$ cat config.mk
export PLATFORM = sky130hd
export DESIGN_NAME = fm_stream_reader_flat
export DESIGN_NICKNAME = d
export VERILOG_FILES = /design/src/rtl/fm_stream_reader_if.sv /design/src/rtl/fm_stream_reader.sv /design/src/flat_wrapper.sv
export SDC_FILE = /design/constraint.sdc
export NUM_CORES = 1
export LEC_CHECK = 0
export ABC_AREA = 1
export ABC_CLOCK_PERIOD_IN_PS = 2900
export CAP_MARGIN = 25
export CORE_MARGIN = 3
export CORE_UTILIZATION = 35
export DETAILED_ROUTE_END_ITERATION = 10
export PLACE_DENSITY_LB_ADDON = 0.2
export SLEW_MARGIN = 20
export SYNTH_ARGS = -nofsm -noshare
export SYNTH_HDL_FRONTEND = slang
export SYNTH_SLANG_ARGS = --single-unit
export TNS_END_PERCENT = 30
$ cat constraint.sdc
create_clock -name clk -period 2.9 [get_ports clk]
set_input_delay 0.87 -clock clk [delete_from_list [all_inputs] [get_ports clk]]
set_output_delay 0.87 -clock clk [all_outputs]
set_load 0.005 [all_outputs]
$ cat src/rtl/fm_stream_reader_if.sv
// fm_stream_reader_if: beat stream from the plane reader to the conv datapath.
// master drives valid/data/last, slave returns ready.
interface fm_stream_reader_if #(
    parameter int DATA_WIDTH = 16,
    parameter int PARA_Y     = 3
);
    logic                         out_valid;
    logic                         out_ready;
    logic [PARA_Y*DATA_WIDTH-1:0] out_data;
    logic                         out_last;

    modport master (
        output out_valid, out_data, out_last,
        input  out_ready
    );

    modport slave (
        input  out_valid, out_data, out_last,
        output out_ready
    );
endinterface

$ cat src/rtl/fm_stream_reader.sv
// fm_stream_reader: float16 feature-map plane read sequencer, 2-deep beat buffer.
// Optional ZERO_PAD_EN adds pad_en for a zero-bordered (fm_size+2)^2 walk.
module fm_stream_reader #(
    parameter int DATA_WIDTH    = 16,
    parameter int PARA_Y        = 3,
    parameter int ADDR_WIDTH    = 16,
    parameter int FM_SIZE_WIDTH = 8
) (
    input  logic                         clk,
    input  logic                         rst_n,
    input  logic                         start,
    input  logic [ADDR_WIDTH-1:0]        base_addr,
    input  logic [FM_SIZE_WIDTH-1:0]     fm_size,
`ifdef ZERO_PAD_EN
    input  logic                         pad_en,
`endif
    output logic                         busy,
    output logic                         done,
    output logic                         rd_en,
    output logic [ADDR_WIDTH-1:0]        rd_addr,
    output logic [ADDR_WIDTH-1:0]        rd_sub_addr,
    input  logic [PARA_Y*DATA_WIDTH-1:0] rd_dout,
    fm_stream_reader_if.master           strm
);
    localparam int CW = FM_SIZE_WIDTH + 2;
    localparam int BW = PARA_Y * DATA_WIDTH;
    localparam logic [CW-1:0] ONE  = CW'(1);
    localparam logic [CW-1:0] TWO  = CW'(2);
    localparam logic [CW-1:0] STEP = CW'(PARA_Y);

    typedef enum logic [1:0] {IDLE, READ, DRAIN, FIN} state_t;

    state_t                state;
    logic [CW-1:0]         sz;
    logic [CW-1:0]         row;
    logic [CW-1:0]         col;
    logic [ADDR_WIDTH-1:0] row_base;
    logic                  pad_q;

    logic                  pf_valid;
    logic                  pf_zero;
    logic                  pf_shift;
    logic                  pf_last;
    logic [CW-1:0]         pf_col;

    logic [BW-1:0]         buf_d [2];
    logic                  buf_l [2];
    logic                  wp;
    logic                  rp;
    logic [1:0]            cnt;

    logic [CW-1:0]         n;
    logic [CW-1:0]         ocol;
    logic [CW-1:0]         lc;
    logic                  lane_ok;
    logic                  border;
    logic                  row_end;
    logic                  last_beat;
    logic                  pop;
    logic                  credit;
    logic [1:0]            occ;
    logic [BW-1:0]         src;
    logic [BW-1:0]         beat;

`ifdef ZERO_PAD_EN
    always_ff @(posedge clk or negedge rst_n) begin
        if (!rst_n)
            pad_q <= 1'b0;
        else if (state == IDLE && start)
            pad_q <= pad_en;
    end
`else
    assign pad_q = 1'b0;
`endif

    assign n         = pad_q ? sz + TWO : sz;
    assign border    = pad_q && (row == '0 || row == n - ONE);
    assign ocol      = (pad_q && col != '0) ? col - ONE : col;
    assign row_end   = (col + STEP) >= n;
    assign last_beat = row_end && (row == n - ONE);
    assign pop       = strm.out_valid && strm.out_ready;
    // occupancy after this edge: held entries plus the landing read, minus pop
    assign occ       = cnt + {1'b0, pf_valid} - {1'b0, pop};
    assign credit    = occ < 2'd2;

    // pad column 0 shifts RAM lanes up by one so lane 0 is the left border
    assign src = pf_shift ? {rd_dout[BW-DATA_WIDTH-1:0], {DATA_WIDTH{1'b0}}}
                          : rd_dout;

    always_comb begin
        beat    = '0;
        lc      = '0;
        lane_ok = 1'b0;
        for (int k = 0; k < PARA_Y; k++) begin
            lc      = pf_col + CW'(k);
            lane_ok = pad_q ? (lc != '0 && lc <= sz) : (lc < sz);
            if (lane_ok && !pf_zero)
                beat[k*DATA_WIDTH +: DATA_WIDTH] = src[k*DATA_WIDTH +: DATA_WIDTH];
        end
    end

    always_ff @(posedge clk or negedge rst_n) begin
        if (!rst_n) begin
            cnt      <= '0;
            wp       <= 1'b0;
            rp       <= 1'b0;
            buf_d[0] <= '0;
            buf_d[1] <= '0;
            buf_l[0] <= 1'b0;
            buf_l[1] <= 1'b0;
        end else begin
            if (pf_valid) begin
                buf_d[wp] <= beat;
                buf_l[wp] <= pf_last;
                wp        <= ~wp;
            end
            if (pop)
                rp <= ~rp;
            cnt <= occ;
        end
    end

    assign strm.out_valid = cnt != 2'd0;
    assign strm.out_data  = buf_d[rp];
    assign strm.out_last  = strm.out_valid && buf_l[rp];

    always_ff @(posedge clk or negedge rst_n) begin
        if (!rst_n) begin
            state       <= IDLE;
            busy        <= 1'b0;
            done        <= 1'b0;
            rd_en       <= 1'b0;
            rd_addr     <= '0;
            rd_sub_addr <= '0;
            sz          <= '0;
            row         <= '0;
            col         <= '0;
            row_base    <= '0;
            pf_valid    <= 1'b0;
            pf_zero     <= 1'b0;
            pf_shift    <= 1'b0;
            pf_last     <= 1'b0;
            pf_col      <= '0;
        end else begin
            pf_valid <= 1'b0;
            rd_en    <= 1'b0;
            unique case (state)
                IDLE: begin
                    if (start) begin
                        busy     <= 1'b1;
                        sz       <= CW'(fm_size);
                        rd_addr  <= base_addr;
                        row      <= '0;
                        col      <= '0;
                        row_base <= '0;
                        state    <= (fm_size == '0) ? FIN : READ;
                    end
                end
                READ: begin
                    if (credit) begin
                        pf_valid    <= 1'b1;
                        rd_en       <= !border;
                        rd_sub_addr <= row_base + ADDR_WIDTH'(ocol);
                        pf_zero     <= border;
                        pf_shift    <= pad_q && col == '0;
                        pf_col      <= col;
                        pf_last     <= last_beat;
                        if (row_end) begin
                            col <= '0;
                            row <= row + ONE;
                            if (!border)
                                row_base <= row_base + ADDR_WIDTH'(sz);
                            if (last_beat)
                                state <= DRAIN;
                        end else begin
                            col <= col + STEP;
                        end
                    end
                end
                DRAIN: begin
                    if (occ == 2'd0) begin
                        done  <= 1'b1;
                        state <= FIN;
                    end
                end
                FIN: begin
                    // entered with done=0 only on an empty plane: pulse it here
                    done <= !done;
                    if (done) begin
                        busy  <= 1'b0;
                        state <= IDLE;
                    end
                end
                default: state <= IDLE;
            endcase
        end
    end
endmodule

$ cat src/flat_wrapper.sv
// flat-port wrapper written by rule: the top's interface ports become plain ports
module fm_stream_reader_flat 
#(
    parameter int DATA_WIDTH    = 16,
    parameter int PARA_Y        = 3,
    parameter int ADDR_WIDTH    = 16,
    parameter int FM_SIZE_WIDTH = 8
)
  (clk, rst_n, start, base_addr, fm_size, busy, done, rd_en, rd_addr, rd_sub_addr, rd_dout, strm_out_valid, strm_out_data, strm_out_last, strm_out_ready);
  fm_stream_reader_if #(.DATA_WIDTH(DATA_WIDTH), .PARA_Y(PARA_Y)) strm_i ();
  input  logic clk;
  input  logic rst_n;
  input  logic start;
  input  logic [ADDR_WIDTH-1:0] base_addr;
  input  logic [FM_SIZE_WIDTH-1:0] fm_size;
  output logic busy;
  output logic done;
  output logic rd_en;
  output logic [ADDR_WIDTH-1:0] rd_addr;
  output logic [ADDR_WIDTH-1:0] rd_sub_addr;
  input  logic [PARA_Y*DATA_WIDTH-1:0] rd_dout;
  output wire logic [$bits(strm_i.out_valid)-1:0] strm_out_valid;
  output wire logic [$bits(strm_i.out_data)-1:0] strm_out_data;
  output wire logic [$bits(strm_i.out_last)-1:0] strm_out_last;
  input wire logic [$bits(strm_i.out_ready)-1:0] strm_out_ready;
  assign strm_out_valid = strm_i.out_valid;
  assign strm_out_data = strm_i.out_data;
  assign strm_out_last = strm_i.out_last;
  assign strm_i.out_ready = strm_out_ready;
  fm_stream_reader #(.DATA_WIDTH(DATA_WIDTH), .PARA_Y(PARA_Y), .ADDR_WIDTH(ADDR_WIDTH), .FM_SIZE_WIDTH(FM_SIZE_WIDTH)) u_core (.clk(clk), .rst_n(rst_n), .start(start), .base_addr(base_addr), .fm_size(fm_size), .busy(busy), .done(done), .rd_en(rd_en), .rd_addr(rd_addr), .rd_sub_addr(rd_sub_addr), .rd_dout(rd_dout), .strm(strm_i));
endmodule
## Yosys cells after proc, flatten, opt, wreduce, memory -nomap -nowiden

Cells that the tools add are included.

- Bits in registers: 194
- Logic and storage cells: 110

- Reductions and logical operators: 19
- Add/sub/neg operators: 9
- Mux-type cells: 41
- Order comparisons: 8
- Eq/ne operators: 10
- Bitwise logic cells: 4

Operator list:

| kind | count |
|---|---|
| $mux W48 | 4 |
| $bwmux W96 | 1 |
| $mux W16 | 6 |
| $mux W10 | 5 |
| $demux W48 S1 | 1 |
| $pmux W10 S2 | 2 |
| $pmux W16 S2 | 1 |
| $lt A10 B8 Y1 | 3 |
| $add A10 B1 Y10 const B | 2 |
| $add A10 B2 Y10 const B | 2 |
| $add A16 B10 Y16 | 1 |
| $add A16 B8 Y16 | 1 |
| $mux W2 | 7 |
| $eq A10 B10 Y1 | 1 |
| $ge A10 B8 Y1 | 1 |
| $ne A2 B1 Y1 const B | 5 |
| $mux W1 | 9 |
| $sub A8 B1 Y9 const B | 1 |
| $logic_not A8 Y1 | 1 |
| $pmux W2 S4 | 1 |
| $reduce_bool A2 Y1 | 4 |
| $reduce_and A2 Y1 | 3 |
| $reduce_and A3 Y1 | 2 |
| $reduce_and A6 Y1 | 1 |
| other kinds (17) | 26 |

## Logic depth before layout (Yosys ltp)

- Word-level depth: 7
- Mapped depth: 18
- Gate-level depth less buffers: 18

## Least setup slack after synthesis

Ideal clock, no wire load.

- Kind: register -> register
- Start: register u_core.col[0]
- End: register u_core.row_base[2]
- Setup slack: 0.419 ns
- Buffers on the path: 1
- Required time: 2.773 ns
- Stages on the path, launching flop included: 17
- Data arrival time: 2.353 ns
- Cells stage by stage: dfrtp_1 > inv_2 > ha_1 > nor2_1 > nand2_1 > xor2_1 > inv_1 > ha_1 > nand2_1 > inv_1 > a21oi_1 > nand2_1 > nand2_1 > nand4_4 > o21ai_4 > buf_2 > o21ai_0

- Cells in the longest elaborated chain, start to end: 4

Ends and longest elaborated chain:

| what | line | RTL |
|---|---|---|
| start: declaration | fm_stream_reader.sv:36 | `logic [CW-1:0] col;` |
| start signal: assignment | fm_stream_reader.sv:176 | `col <= col + STEP;` |
| $add A10 B2 Y10 | fm_stream_reader.sv:79 | `assign row_end = (col + STEP) >= n;` |
| $ge A10 B8 Y1 | fm_stream_reader.sv:79 |  |
| $ne A2 B1 Y1 (no source line) | n/a |  |
| $reduce_and A4 Y1 (no source line) | n/a |  |
| end signal: assignment | fm_stream_reader.sv:172 | `row_base <= row_base + ADDR_WIDTH'(sz);` |
| end: declaration | fm_stream_reader.sv:37 | `logic [ADDR_WIDTH-1:0] row_base;` |

Every way passes these cells.
A chain may end at the register's enable or synchronous reset.

## Worst setup path after layout

- Start: register u_core.rp
- End: output strm_out_data[3]

- Cells in the longest elaborated chain, start to end: 4

Ends and longest elaborated chain:

| what | line | RTL |
|---|---|---|
| start: declaration | fm_stream_reader.sv:49 | `logic rp;` |
| start signal: assignment | fm_stream_reader.sv:118 | `rp <= ~rp;` |
| $not A1 Y2 (implied by the code) | fm_stream_reader.sv:124 | `assign strm.out_data = buf_d[rp];` |
| $mux W48 (implied by the code) (3 in a row) | fm_stream_reader.sv:124 |  |
| end: declaration | flat_wrapper.sv:23 | `output wire logic [$bits(strm_i.out_data)-1:0] strm_out_data;` |

Every way passes these cells. The select of a mux whose other input is x is not followed.

==> results by group <==
Global route
  – Largest net degree at the start of global routing: 81
  – Antenna violations before repair: 0
  – GR Overflow Total: 0
  – Number of global-route vias before repair: 9297
  – Gr usage total: 17.1%
  – First-pass GRT wire length: 47300 um

Final layout
  – Fill cells: 3086
  – Share of cells above drive strength 1: 8.96%
  – Layout Utilization: 45.4%
  – Multi-input gate area: 5500 sq um
  – Finished Layout Cells: 2026
  – FF+latch area: 4860 sq um
  – Ant. Diodes: 0
  – Nets: 1753
  – Final Cell Area: 14100 sq um
  – Syn-to-layout area delta: 26.2%

Synthesis
  – Syn_nets: 1584
  – Simple-Gate Fraction of Synth Area: 27.7%
  – Post-synthesis register bit count: 194
  – Sequential area share after synthesis: 43.4%
  – Largest family of logic cells by synthesized area: simple AND/OR/NAND/NOR gates
  – Post-Synth Adder-Cell Area: 6.84%
  – Yosys warns: 0
  – Synthesized area: 11200 sq um
  – Area contributors post-synth: dfrtp_1 (43%), nand2_1 (17%), ha_1 (6.5%)
  – Mux share of post-synthesis cell area: 1.61%
  – XOR/XNOR Fraction of Synth Area: 3.21%
  – Post-synthesis instance total: 1448
  – Unique masters post-synth: 47
  – Post-synth top area share: 43.4%
  – Synth Area in Compound Gates: 9.34%
  – Biggest area consumer among synthesized cells: dfrtp_1
  – Avg Synthesized Cell Area: 7.73 sq um

Worst setup path
  – FF-to-FF Start: u_core.col[1]$_DFFE_PN0P_
  – Critical Path Slowest Stage Cell: clkdlybuf4s50_1
  – Crit-path cells: buf_12, nand2_1, o21ai_1, clkdlybuf4s50_1
  – Max FO, Critical Path: 62
  – Critical Path AT: 1960 ps
  – Cell family with most CP delay: buffers and inverters
  – Buf/Inv on CP: 2
  – Critical path's largest stage delay: 530 ps
  – Kind of critical path: reg -> out
  – Worst setup path start: u_core.rp$_DFFE_PN0P_
  – CP Launch Type: register
  – CP required: 2030 ps
  – CP endpoint kind: output port

Timing
  – Worst slew pin tran: 838 ps
  – Max Slew Vio Count: 0
  – RSZ-0062 raised after global routing: yes
  – Clock period minus worst slack: 2830 ps
  – Fmax: 354 MHz
  – Final hold slack: 358 ps
  – Setup-violating endpoint count in the final report: 0
  – Final Hold Viols: 0
  – Final worst path period share: 97.5%
  – Max-slew headroom: 44.1%
  – Setup Skew: 21.0 ps

Power and ir drop
  – Worst VDD drop: 0.437 mV
  – Static Leak: 7.19 nW
  – Power Total: 0.0133 W
  – PwrDens: 944 nW/um^2

Clocking
  – Cts bufs inserted: 17
  – CTS root buffer: clkbuf_16
  – Clock buffer depth: 2
  – CTS tree: yes
  – Clock sinks: 194
  – Clock Latency Late Sink: 450 ps
  – H-tree levels: 4
  – Clk pin slew, worst setup/hold paths: 90 ps
  – CTS Hold Bufs: 0

Floorplan
  – Die H: 185 um
  – Die Wd: 185 um
  – Core Box Area: 31100 sq um
  – Initial Util: 36.0%
  – Die ar.: 34200 sq um
  – # IOs: 161
  – Num rows: 64

Route
  – Via count: 9674
  – Drc violations: 0
  – Post-DRT Antenna Nets: 0
  – Routed WL: 29400 um
  – Drt first-iter violations: 564
  – DR WL/cell: 14.5 um
  – Drt pass-1 iters: 5
  – Via-to-Cell Ratio: 4.77

Placement
  – GPL Wtd Cong: 0.853
  – Dpl cells: 1990
  – Placed Area: 13400 sq um
  – PortBufs: 160
  – Hpwl dp: 20900 um

Hold path
  – HP Class: in -> async

Run status
  – Status: complete, no violations

Run
  – Max_cap viols: 0
## cells by family after synthesis
logic type | count (synthesis)
buffers and inverters | 216
xor gates and xnor gates | 41
AOI/OAI and AO/OA | 191
adders and majority gates | 60
DFF | 194
and+or+nand+nor | 730
muxes | 16
## routing by layer
| metal | part of all wire, % | vias up | track usage [%] | wire length [um] |
|---|---|---|---|---|
| met5 | 0 | - | 0 | 0 |
| met4 | 2.2 | 0 | 5.22 | 646 |
| met3 | 4.2 | 35 | 2.93 | 1240 |
| met2 | 46 | 204 | 27.7 | 13600 |
| met1 | 47 | 4512 | 23.5 | 14000 |
| li1 | - | 4923 | - | - |
## cell usage in the layout (no fill, tap or decap), types with 16 or more instances in the layout
cell             count
nand3_1             79
mux2_2              16
nor2_4              16
ha_1                57
nor2_1              85
nand2_1            507
buf_4               32
clkbuf_16           17
dlymetal6s2s_1      22
dfrtp_1            193
xor2_1              29
inv_1              157
clkdlybuf4s50_1    137
a21oi_1             40
o21ai_0            108
## where the power goes
part / leakage (nW) / switching, W / internal, W
Clock: 0.302 / 0.00129 / 0.00120
Combinational: 4.45 / 0.00338 / 0.00300
Sequential: 2.44 / 0.000696 / 0.00377
## Yosys cell counts, drive strengths merged
cell type,count
a21boi,2
nor2,103
xor2,29
nor3,8
o21bai,2
inv,164
fa,2
buf,19
nand4,9
o22ai,6
ha,58
a21oi,42
nand3b,5
nor4,2
o21ai,127
nand3,85
o31ai,2
dfrtp,194
o211ai,2
and3,1
clkbuf,31
a21o,1
or2,3
xnor2,12
mux2,16
clkinv,2
a22oi,1
a31oi,6
nand2,514
## final timing paths
check | end | slack [ps] | depth (start not counted)
worst min-delay path | u_core.buf_d[87]$_DFFE_PN0P_ | 360 | 1
worst min register to register | u_core.buf_d[46]$_DFFE_PN0P_ | 480 | 2
max in group asynchronous | u_core.rp$_DFFE_PN0P_ | 1840 | 2
worst max-delay path | strm_out_data[3] | 70 | 4
min in group clk | u_core.buf_d[46]$_DFFE_PN0P_ | 480 | 2
worst max register to register | u_core.row_base[1]$_DFFE_PN0P_ | 200 | 17
## cell type report
| cell class | count | share of cell area, % |
|---|---|---|
| clock buffers | 17 | 3.01 |
| repair buffers | 199 | 14.3 |
| well taps | 396 | 3.51 |
| inverters | 166 | 4.42 |
| multi-input cells | 1039 | 38.9 |
| clock inverters | 15 | 1.42 |
| flip-flops and latches | 194 | 34.4 |
## registers in the layout (all words and copies together) (netlist names)
signal and flops:
u_core.buf_d 96, u_core.rd_addr 16, u_core.rd_sub_addr 16, u_core.row_base 16
u_core.col 10, u_core.pf_col 10, u_core.row 10, u_core.n 8
u_core.buf_l 2, u_core.cnt 2, u_core.state 2, u_core.busy 1
u_core.done 1, u_core.pf_last 1, u_core.rd_en 1, u_core.rp 1
u_core.wp 1
## metrics by stage
step	setup TNS (ps)	setup WS, ps
after floorplan	0	419
after global placement	-219	-48.1
after detailed placement	-586	-87.8
after CTS	0	3.63
after global routing	-58.3	-58.3
final	0	72.7
## repair_timing
action                     CTS  global route
setup endpoints to repair   14            93
setup buffers                0             3
resized for setup            4            33
cloned                       0             1
pin swaps                    0             4
Power figures use the tool's default switching activity.
